<file path="config.mk">
export PLATFORM = sky130hd
export DESIGN_NAME = mem_access_ctrl_flat
export DESIGN_NICKNAME = d
export VERILOG_FILES = /design/src/rtl/mem_pkg.sv /design/src/rtl/mem_access_ctrl_if.sv /design/src/rtl/mem_access_ctrl.sv /design/src/flat_wrapper.sv
export SDC_FILE = /design/constraint.sdc
export NUM_CORES = 1
export LEC_CHECK = 0
export BUFFER_PORTS_ARGS = -buffer_cell sky130_fd_sc_hd__buf_2
export CORE_MARGIN = 10
export CORE_UTILIZATION = 40
export CTS_BUF_LIST = sky130_fd_sc_hd__clkbuf_2 sky130_fd_sc_hd__clkbuf_4 sky130_fd_sc_hd__clkbuf_8
export DETAILED_ROUTE_END_ITERATION = 10
export GPL_TIMING_DRIVEN = 0
export PLACE_DENSITY = 0.8
export SYNTH_ARGS = -nofsm -noshare
export SYNTH_HDL_FRONTEND = slang
export SYNTH_SLANG_ARGS = --single-unit
</file>
<file path="constraint.sdc">
create_clock -name clock -period 1.82 [get_ports clock]
set_clock_uncertainty 0.2 [all_clocks]
set_input_delay 0.182 -clock clock [delete_from_list [all_inputs] [get_ports clock]]
set_output_delay 0.182 -clock clock [all_outputs]
set_load 0.005 [all_outputs]
</file>
<file path="src/rtl/mem_pkg.sv">
// rtl/mem_pkg.sv - shared widths, FSM encoding and range helper for the memory access controller
package mem_pkg;

   localparam int MEM_ADDR_W = 9;
   localparam int MEM_DATA_W = 32;
   localparam int MEM_DEPTH  = 1 << MEM_ADDR_W;

   typedef enum logic [1:0] {
      IDLE    = 2'd0,
      ISSUE   = 2'd1,
      CAPTURE = 2'd2,
      RESP    = 2'd3
   } state_t;

   // True when any bit above the RAM word index is set in a 32-bit word address.
   function automatic logic addr_out_of_range(input logic [31:0] addr, input int addr_w);
      logic [31:0] mask;
      mask = ~((32'd1 << addr_w) - 32'd1);
      return (addr & mask) != 32'd0;
   endfunction

endpackage

</file>
<file path="src/rtl/mem_access_ctrl_if.sv">
// rtl/mem_access_ctrl_if.sv - CPU request/response and RAM pin bundle for the memory access controller
interface mem_access_ctrl_if
   import mem_pkg::*;
#(
   parameter int ADDR_W = MEM_ADDR_W,
   parameter int DATA_W = MEM_DATA_W
);

   logic              req_valid;
   logic              req_ready;
   logic              req_write;
   logic [31:0]       req_addr;
   logic [DATA_W-1:0] req_wdata;

   logic              rsp_valid;
   logic              rsp_ready;
   logic [DATA_W-1:0] rsp_rdata;
   logic              rsp_err;

   logic              ram_read;
   logic              ram_write;
   logic [ADDR_W-1:0] ram_addr;
   logic [DATA_W-1:0] ram_din;
   logic [DATA_W-1:0] ram_dout;

   // Controller side: serves the CPU and drives the RAM pins.
   modport slave (
      input  req_valid, req_write, req_addr, req_wdata, rsp_ready, ram_dout,
      output req_ready, rsp_valid, rsp_rdata, rsp_err,
      output ram_read, ram_write, ram_addr, ram_din
   );

   // CPU plus RAM side, as seen by whatever surrounds the controller.
   modport master (
      output req_valid, req_write, req_addr, req_wdata, rsp_ready, ram_dout,
      input  req_ready, rsp_valid, rsp_rdata, rsp_err,
      input  ram_read, ram_write, ram_addr, ram_din
   );

endinterface

</file>
<file path="src/rtl/mem_access_ctrl.sv">
// rtl/mem_access_ctrl.sv - single-outstanding load/store controller with MAR/MDR in front of a sync-read RAM
module mem_access_ctrl
   import mem_pkg::*;
#(
   parameter int ADDR_W      = MEM_ADDR_W,
   parameter int DATA_W      = MEM_DATA_W,
   parameter bit CHECK_RANGE = 1'b1
) (
   input logic              clock,
   input logic              clear,
   mem_access_ctrl_if.slave bus
);

   state_t            state;
   state_t            state_nxt;
   logic [ADDR_W-1:0] mar;
   logic [DATA_W-1:0] mdr;
   logic              wr_q;
   logic              err_q;
   logic              range_err;

   assign range_err = CHECK_RANGE && addr_out_of_range(bus.req_addr, ADDR_W);

   always_ff @(posedge clock or negedge clear) begin
      if (!clear) begin
         state <= IDLE;
         mar   <= '0;
         mdr   <= '0;
         wr_q  <= 1'b0;
         err_q <= 1'b0;
      end else begin
         state <= state_nxt;
         case (state)
            IDLE: begin
               if (bus.req_valid) begin
                  mar   <= bus.req_addr[ADDR_W-1:0];
                  mdr   <= bus.req_wdata;
                  wr_q  <= bus.req_write;
                  err_q <= range_err;
               end
            end
            ISSUE: begin
               if (wr_q) begin
                  mdr <= '0;
               end
            end
            // RAM registered its output at the ISSUE edge; take it now.
            CAPTURE: mdr <= bus.ram_dout;
            default: ;
         endcase
      end
   end

   always_comb begin
      state_nxt = state;
      case (state)
         IDLE: begin
            if (bus.req_valid) begin
               state_nxt = range_err ? RESP : ISSUE;
            end
         end
         ISSUE:   state_nxt = wr_q ? RESP : CAPTURE;
         CAPTURE: state_nxt = RESP;
         RESP: begin
            if (bus.rsp_ready) begin
               state_nxt = IDLE;
            end
         end
         default: state_nxt = IDLE;
      endcase
   end

   // Every output below is a decode of registered state, so the reset
   // clears the RAM strobes without waiting for a clock edge.
   always_comb begin
      bus.req_ready = 1'b0;
      bus.rsp_valid = 1'b0;
      bus.rsp_rdata = '0;
      bus.rsp_err   = 1'b0;
      bus.ram_read  = 1'b0;
      bus.ram_write = 1'b0;
      bus.ram_addr  = mar;
      bus.ram_din   = '0;
      case (state)
         IDLE: bus.req_ready = 1'b1;
         ISSUE: begin
            bus.ram_write = wr_q;
            bus.ram_read  = ~wr_q;
            bus.ram_din   = mdr;
         end
         CAPTURE: bus.ram_read = 1'b1;
         RESP: begin
            bus.rsp_valid = 1'b1;
            bus.rsp_err   = err_q;
            bus.rsp_rdata = (err_q || wr_q) ? '0 : mdr;
         end
         default: ;
      endcase
   end

endmodule

</file>
<file path="src/flat_wrapper.sv">
// flat-port wrapper written by rule: the top's interface ports become plain ports
module mem_access_ctrl_flat import mem_pkg::*;
#(
   parameter int ADDR_W      = MEM_ADDR_W,
   parameter int DATA_W      = MEM_DATA_W,
   parameter bit CHECK_RANGE = 1'b1
)
  (clock, clear, bus_req_valid, bus_req_write, bus_req_addr, bus_req_wdata, bus_rsp_ready, bus_ram_dout, bus_req_ready, bus_rsp_valid, bus_rsp_rdata, bus_rsp_err, bus_ram_read, bus_ram_write, bus_ram_addr, bus_ram_din);
  mem_access_ctrl_if #(.ADDR_W(ADDR_W), .DATA_W(DATA_W)) bus_i ();
  input logic clock;
  input logic clear;
  input wire logic [$bits(bus_i.req_valid)-1:0] bus_req_valid;
  input wire logic [$bits(bus_i.req_write)-1:0] bus_req_write;
  input wire logic [$bits(bus_i.req_addr)-1:0] bus_req_addr;
  input wire logic [$bits(bus_i.req_wdata)-1:0] bus_req_wdata;
  input wire logic [$bits(bus_i.rsp_ready)-1:0] bus_rsp_ready;
  input wire logic [$bits(bus_i.ram_dout)-1:0] bus_ram_dout;
  output wire logic [$bits(bus_i.req_ready)-1:0] bus_req_ready;
  output wire logic [$bits(bus_i.rsp_valid)-1:0] bus_rsp_valid;
  output wire logic [$bits(bus_i.rsp_rdata)-1:0] bus_rsp_rdata;
  output wire logic [$bits(bus_i.rsp_err)-1:0] bus_rsp_err;
  output wire logic [$bits(bus_i.ram_read)-1:0] bus_ram_read;
  output wire logic [$bits(bus_i.ram_write)-1:0] bus_ram_write;
  output wire logic [$bits(bus_i.ram_addr)-1:0] bus_ram_addr;
  output wire logic [$bits(bus_i.ram_din)-1:0] bus_ram_din;
  assign bus_i.req_valid = bus_req_valid;
  assign bus_i.req_write = bus_req_write;
  assign bus_i.req_addr = bus_req_addr;
  assign bus_i.req_wdata = bus_req_wdata;
  assign bus_i.rsp_ready = bus_rsp_ready;
  assign bus_i.ram_dout = bus_ram_dout;
  assign bus_req_ready = bus_i.req_ready;
  assign bus_rsp_valid = bus_i.rsp_valid;
  assign bus_rsp_rdata = bus_i.rsp_rdata;
  assign bus_rsp_err = bus_i.rsp_err;
  assign bus_ram_read = bus_i.ram_read;
  assign bus_ram_write = bus_i.ram_write;
  assign bus_ram_addr = bus_i.ram_addr;
  assign bus_ram_din = bus_i.ram_din;
  mem_access_ctrl #(.ADDR_W(ADDR_W), .DATA_W(DATA_W), .CHECK_RANGE(CHECK_RANGE)) u_core (.clock(clock), .clear(clear), .bus(bus_i));
endmodule
</file>
# After elaboration in Yosys (flattened, before gate mapping)
# Index checks and enable logic that the tools add are counted.
[classes] eq_ne=6 n_mux=16 n_bitwise=1 n_reduce_logical=7
[op_table] op="32-bit two-way mux" n=5
[op_table] op="32-bit case mux with 3 select lines" n=1
[op_table] op="32-bit nonzero test" n=1
[op_table] op="2-bit case mux with 4 select lines" n=1
[op_table] op="2-bit two-way mux" n=3
[op_table] op="1-bit two-way mux" n=5
[op_table] op="2-bit equality test, second input constant" n=2
[op_table] op="2-bit != test, second input constant" n=2
[op_table] op="2-bit AND reduction" n=2
[op_table] op="3-bit AND reduction" n=1
[op_table] op="3-bit nonzero test" n=1
[op_table] op="2-bit by 1-bit equality test with 1-bit output, second input constant" n=1
[op_table] op="2-bit zero test" n=1
[op_table] op="2-bit by 1-bit != test with 1-bit output, second input constant" n=1
[op_table] op="1-bit case mux with 2 select lines" n=1
[op_table] op="1-bit logical OR" n=1
[op_table] op="1-bit inverter" n=1
[word_totals] regBits=45 input_bits=101 output_inout_bits=78 wordCells=35

# Longest topological paths before layout
[logic_depth] word_depth=4 depth_mapped=7 ltp_nobuf=6

# Worst setup path before layout
# OpenSTA, ideal clock, no wires.
[synth_path] kind="reg2reg" startpoint="register u_core.state[0]" endpoint="register u_core.mdr[12]" setup_ps=123 t_arrival_ps=1533 required_ps=1497 slack_ps=-36 stages_incl_launch_ff=8 path_buffers=2 period_less_slack_ps=1856 cell_sequence="dfrtp_1 > inv_1 > ha_1 > and2_0 > clkbuf_1 > buf_2 > a21oi_1 > a21oi_2"
[synth_between] elab_chain_len=3 elab_cells_between_ends=8 cone_classes="eq/ne: 4; mux: 1; reduce/logical: 3"
[synth_rtl] element="from (decl)" line="mem_access_ctrl.sv:14" source="state_t state;"
[synth_rtl] element="from (signal assigned)" line="mem_access_ctrl.sv:32" source="state <= state_nxt;"
[synth_rtl] element="2-bit by 1-bit equality test with 1-bit output, or another cell as far along" line="mem_access_ctrl.sv:33" source="case (state)"
[synth_rtl] element="2-bit by 1-bit != test with 1-bit output (no line), or another cell as far along"
[synth_rtl] element="3-bit AND reduction (no line)"
[synth_rtl] element="to (signal assigned)" line="mem_access_ctrl.sv:37" source="mdr <= bus.req_wdata;"
[synth_rtl] element="to (signal assigned)" line="mem_access_ctrl.sv:48" source="CAPTURE: mdr <= bus.ram_dout;"
[synth_rtl] element="to (decl)" line="mem_access_ctrl.sv:17" source="logic [DATA_W-1:0] mdr;"
# Parallel ways exist; a longest one is shown, timed or not.
# A chain may end at the register's enable or synchronous reset.

# Worst setup path after layout
[layout_path] startpoint="register u_core.state[0]" endpoint="output bus_rsp_rdata[3]"
[layout_between] elab_chain_len=2
[layout_rtl] element="2-bit equality test" line="mem_access_ctrl.sv:84" source="case (state)"
[layout_rtl] element="32-bit two-way mux" line="mem_access_ctrl.sv:84"
[layout_rtl] element="to (decl)" line="flat_wrapper.sv:20" source="output wire logic [$bits(bus_i.rsp_rdata)-1:0] bus_rsp_rdata;"
# No other way between the ends.

==> results.toml <==
[synthesis]
netlist_instances = 301
async_flop_share = 1.00
synthXorXnorAreaFrac = 0
synth_top_area_cell = "dfrtp_1"
syn_area_per_cell_um2 = 9.17
yosys_most_used_dff = "dfrtp_1"
synth-compound-area-share = 0.174
synthAdderAreaFrac = 0.0227
synth_edf_count = 0
muxShareOfSynthArea = 0.0408
synth_commonest_cells = "and2_1 (66), dfrtp_1 (45), a21oi_1 (36)"
ys_seq_area_frac = 0.408
netlist_area_um2 = 2760
yosysUniqueCellTypes = 27
yosys_warnings = 0
yosysTopAreaCellShare = 0.408
synth-simple-area-share = 0.307
ys_ff_latch = 45
synth_area_leaders = "dfrtp_1 (41%), and2_1 (15%), a21oi_2 (8.9%)"
synth_top_family_by_area = "simple AND/OR/NAND/NOR gates"
synth_fp_nets = 407
yosysMostFrequentCell = "and2_1"

[grt]
grt_max_degree = 46
grt_pass1_vias = 3201
antenna_found_initial = 1
grt_pass1_wl_mm = 15.5
grt-ovfl-total = 0
track_usage = 0.184

[placement]
dp_slack_ns = -0.618
routabilityCongestion = 0.743
post_dp_cell_area_um2 = 3760
dp_hpwl_mm = 7.33
io_buffers = 178
post-place-cells = 559

[route]
firstDrtPassIters = 4
first_iter_violations = 41
drtAntennaViolNets = 0
wl_mm = 11.0
wl_per_cell_um = 17.6
drc = 0
via_per_inst = 4.89
vias = 3070

[floorplan]
die_w_um = 103
die_h_um = 103
rows = 30
dieArea_um2 = 10600
initial_utilization = 0.408
coreArea_um2 = 6760
ios = 179

[setup_path]
critPathMaxStageDelay_ns = 0.46
critPathSlowestCell = "dfrtp_2"
cp_cell_sequence = "ha_4, nor3b_4, buf_4, buf_8, and2_1, buf_2"
startpoint_type = "flip-flop"
cp_top_family = "flip-flops"
worstSetupPathType = "flip-flop to output port"
endpoint_kind = "output port"
path_buf_inv = 3
crit_required_ns = 1.44
r2r_setup_slack_ns = -0.10
cp.arrival_ns = 1.64
cp_max_fo = 10

[sta]
period_share = 1.11
worstMarginPinSlew_ns = 1.04
setup_viol = 98
layout_setup_ws_ns = -0.200
hold_violations = 0
final.min_clock_period_ns = 2.02
slew_headroom = 0.310
rsz0062_at_grt = "yes"
maxSlewViolCount = 0
tns_ns = -11.41
max_freq_mhz = 495
hold_ws_ns = 0.00101

[layout]
syn_to_final_growth_pct = 84.1
multi_input_area_um2 = 1730
seq_area_um2 = 1130
finish.utilization = 0.752
fillers = 470
drive_gt1_frac = 0.590
nets = 652
final_area_um2 = 5080
fin_cells = 628

[cts]
clock-sinks = 45
cts_max_path_buffers = 2
cts_tree = "done"
cts_made_buffers = 5
cts-root-buf = "clkbuf_8"
htreeDepth = 2
clkTransAtPathRegs_ns = 0.09
clk_latency_ns = 0.30

[job]
maxCapViolations = 0

[outcome]
status = "finished with violations"
violations = "setup timing"

[min_path]
min_path_type = "input pin to flip-flop"

[power]
irDropWorstVdd_v = 0.00101
power_leakage_nw = 2.48
total_power_mw = 8.59
powerDensity_nw_per_um2 = 1690
cell families after synthesis:
logic type,after synthesis
buffers and inverters,24
AO/OA/AOI/OAI,71
AND/OR/NAND/NOR,146
adder cells (fa/ha/maj),5
flip-flops,45
multiplexers,10
worst register-to-register path: cells and delay by family (launching register included):
| kind | cells | cell delay, ns |
|---|---|---|
| fa+ha+maj | 1 | 0.21 |
| flops | 1 | 0.46 |
| compound gates | 1 | 0.09 |
| buf+inv | 3 | 0.52 |
| simple gates | 3 | 0.38 |
flip-flops by register name (all words and copies together) (netlist names):
name / cells
u_core.state: 2
u_core.err_q: 1
u_core.wr_q: 1
u_core.bus.ram_addr: 9
u_core.mdr: 32
cell usage in the layout (no fill, tap or decap), drive strengths merged:
master	Yosys	routed
and4	1	1
mux2	10	10
o22a	1	1
clkinv	0	3
a21oi	64	64
buf	10	211
o21a	2	2
nor2	34	34
clkbuf	10	11
dfrtp	45	45
nand2	1	1
diode	0	1
a31oi	2	2
ha	5	5
nand4	1	1
nor4	5	5
dlygate4sd3	0	42
a41oi	1	1
nor3	2	2
nor2b	34	34
nor3b	1	1
inv	4	3
o2bb2ai	1	1
and2	67	67
routing by layer:
metal / wire length, um / part of all wire / global-route usage
met5: 0 / 0 / 0
met1: 4110 / 0.37 / 0.198
met2: 5830 / 0.53 / 0.332
met3: 877 / 0.080 / 0.0637
met4: 223 / 0.020 / 0.0524
path summary, 6_finish.rpt:
check                                                     end  cells past startpoint                          startpoint
setup / recovery                             bus_rsp_rdata[3]                      6         u_core.state[0]$_DFFE_PN0P_
hold / removal                     u_core.mdr[26]$_DFFE_PN0P_                      3                    bus_ram_dout[26]
setup reg to reg                   u_core.mdr[29]$_DFFE_PN0P_                      8         u_core.state[0]$_DFFE_PN0P_
hold reg to reg            u_core.bus.ram_addr[0]$_DFFE_PN0P_                      1  u_core.bus.ram_addr[0]$_DFFE_PN0P_
max in group asynchronous         u_core.state[1]$_DFFE_PN0P_                      2                               clear
min in group asynchronous          u_core.mdr[15]$_DFFE_PN0P_                      2                               clear
timing repair:
item | CTS | global route
setup endpoints to repair | 108 | 104
hold buffers | 41 | 1
cloned | 0 | 6
pin swaps | 14 | 8
setup buffers | 7 | 9
hold endpoints to repair | 85 | 1
gates resized for setup | 43 | 115
power breakdown:
group | internal [mW] | switching (mW) | total (mW) | leakage [nW]
Combinational | 3.17 | 2.80 | 5.97 | 1.90
Clock | 0.282 | 0.356 | 0.638 | 0.0484
Sequential | 1.56 | 0.415 | 1.98 | 0.525
layout make-up:
class | instances | area share
Buffer | 18 | 0.0532
Tap cell | 80 | 0.0197
Antenna cell | 1 | 0.000493
Clock buffer | 6 | 0.0150
Multi-Input combinational cell | 232 | 0.340
Timing Repair Buffer | 240 | 0.342
Sequential cell | 45 | 0.222
Clock inverter | 2 | 0.00197
Inverter | 4 | 0.00542
No activity file was read; power rests on OpenSTA's default activity.
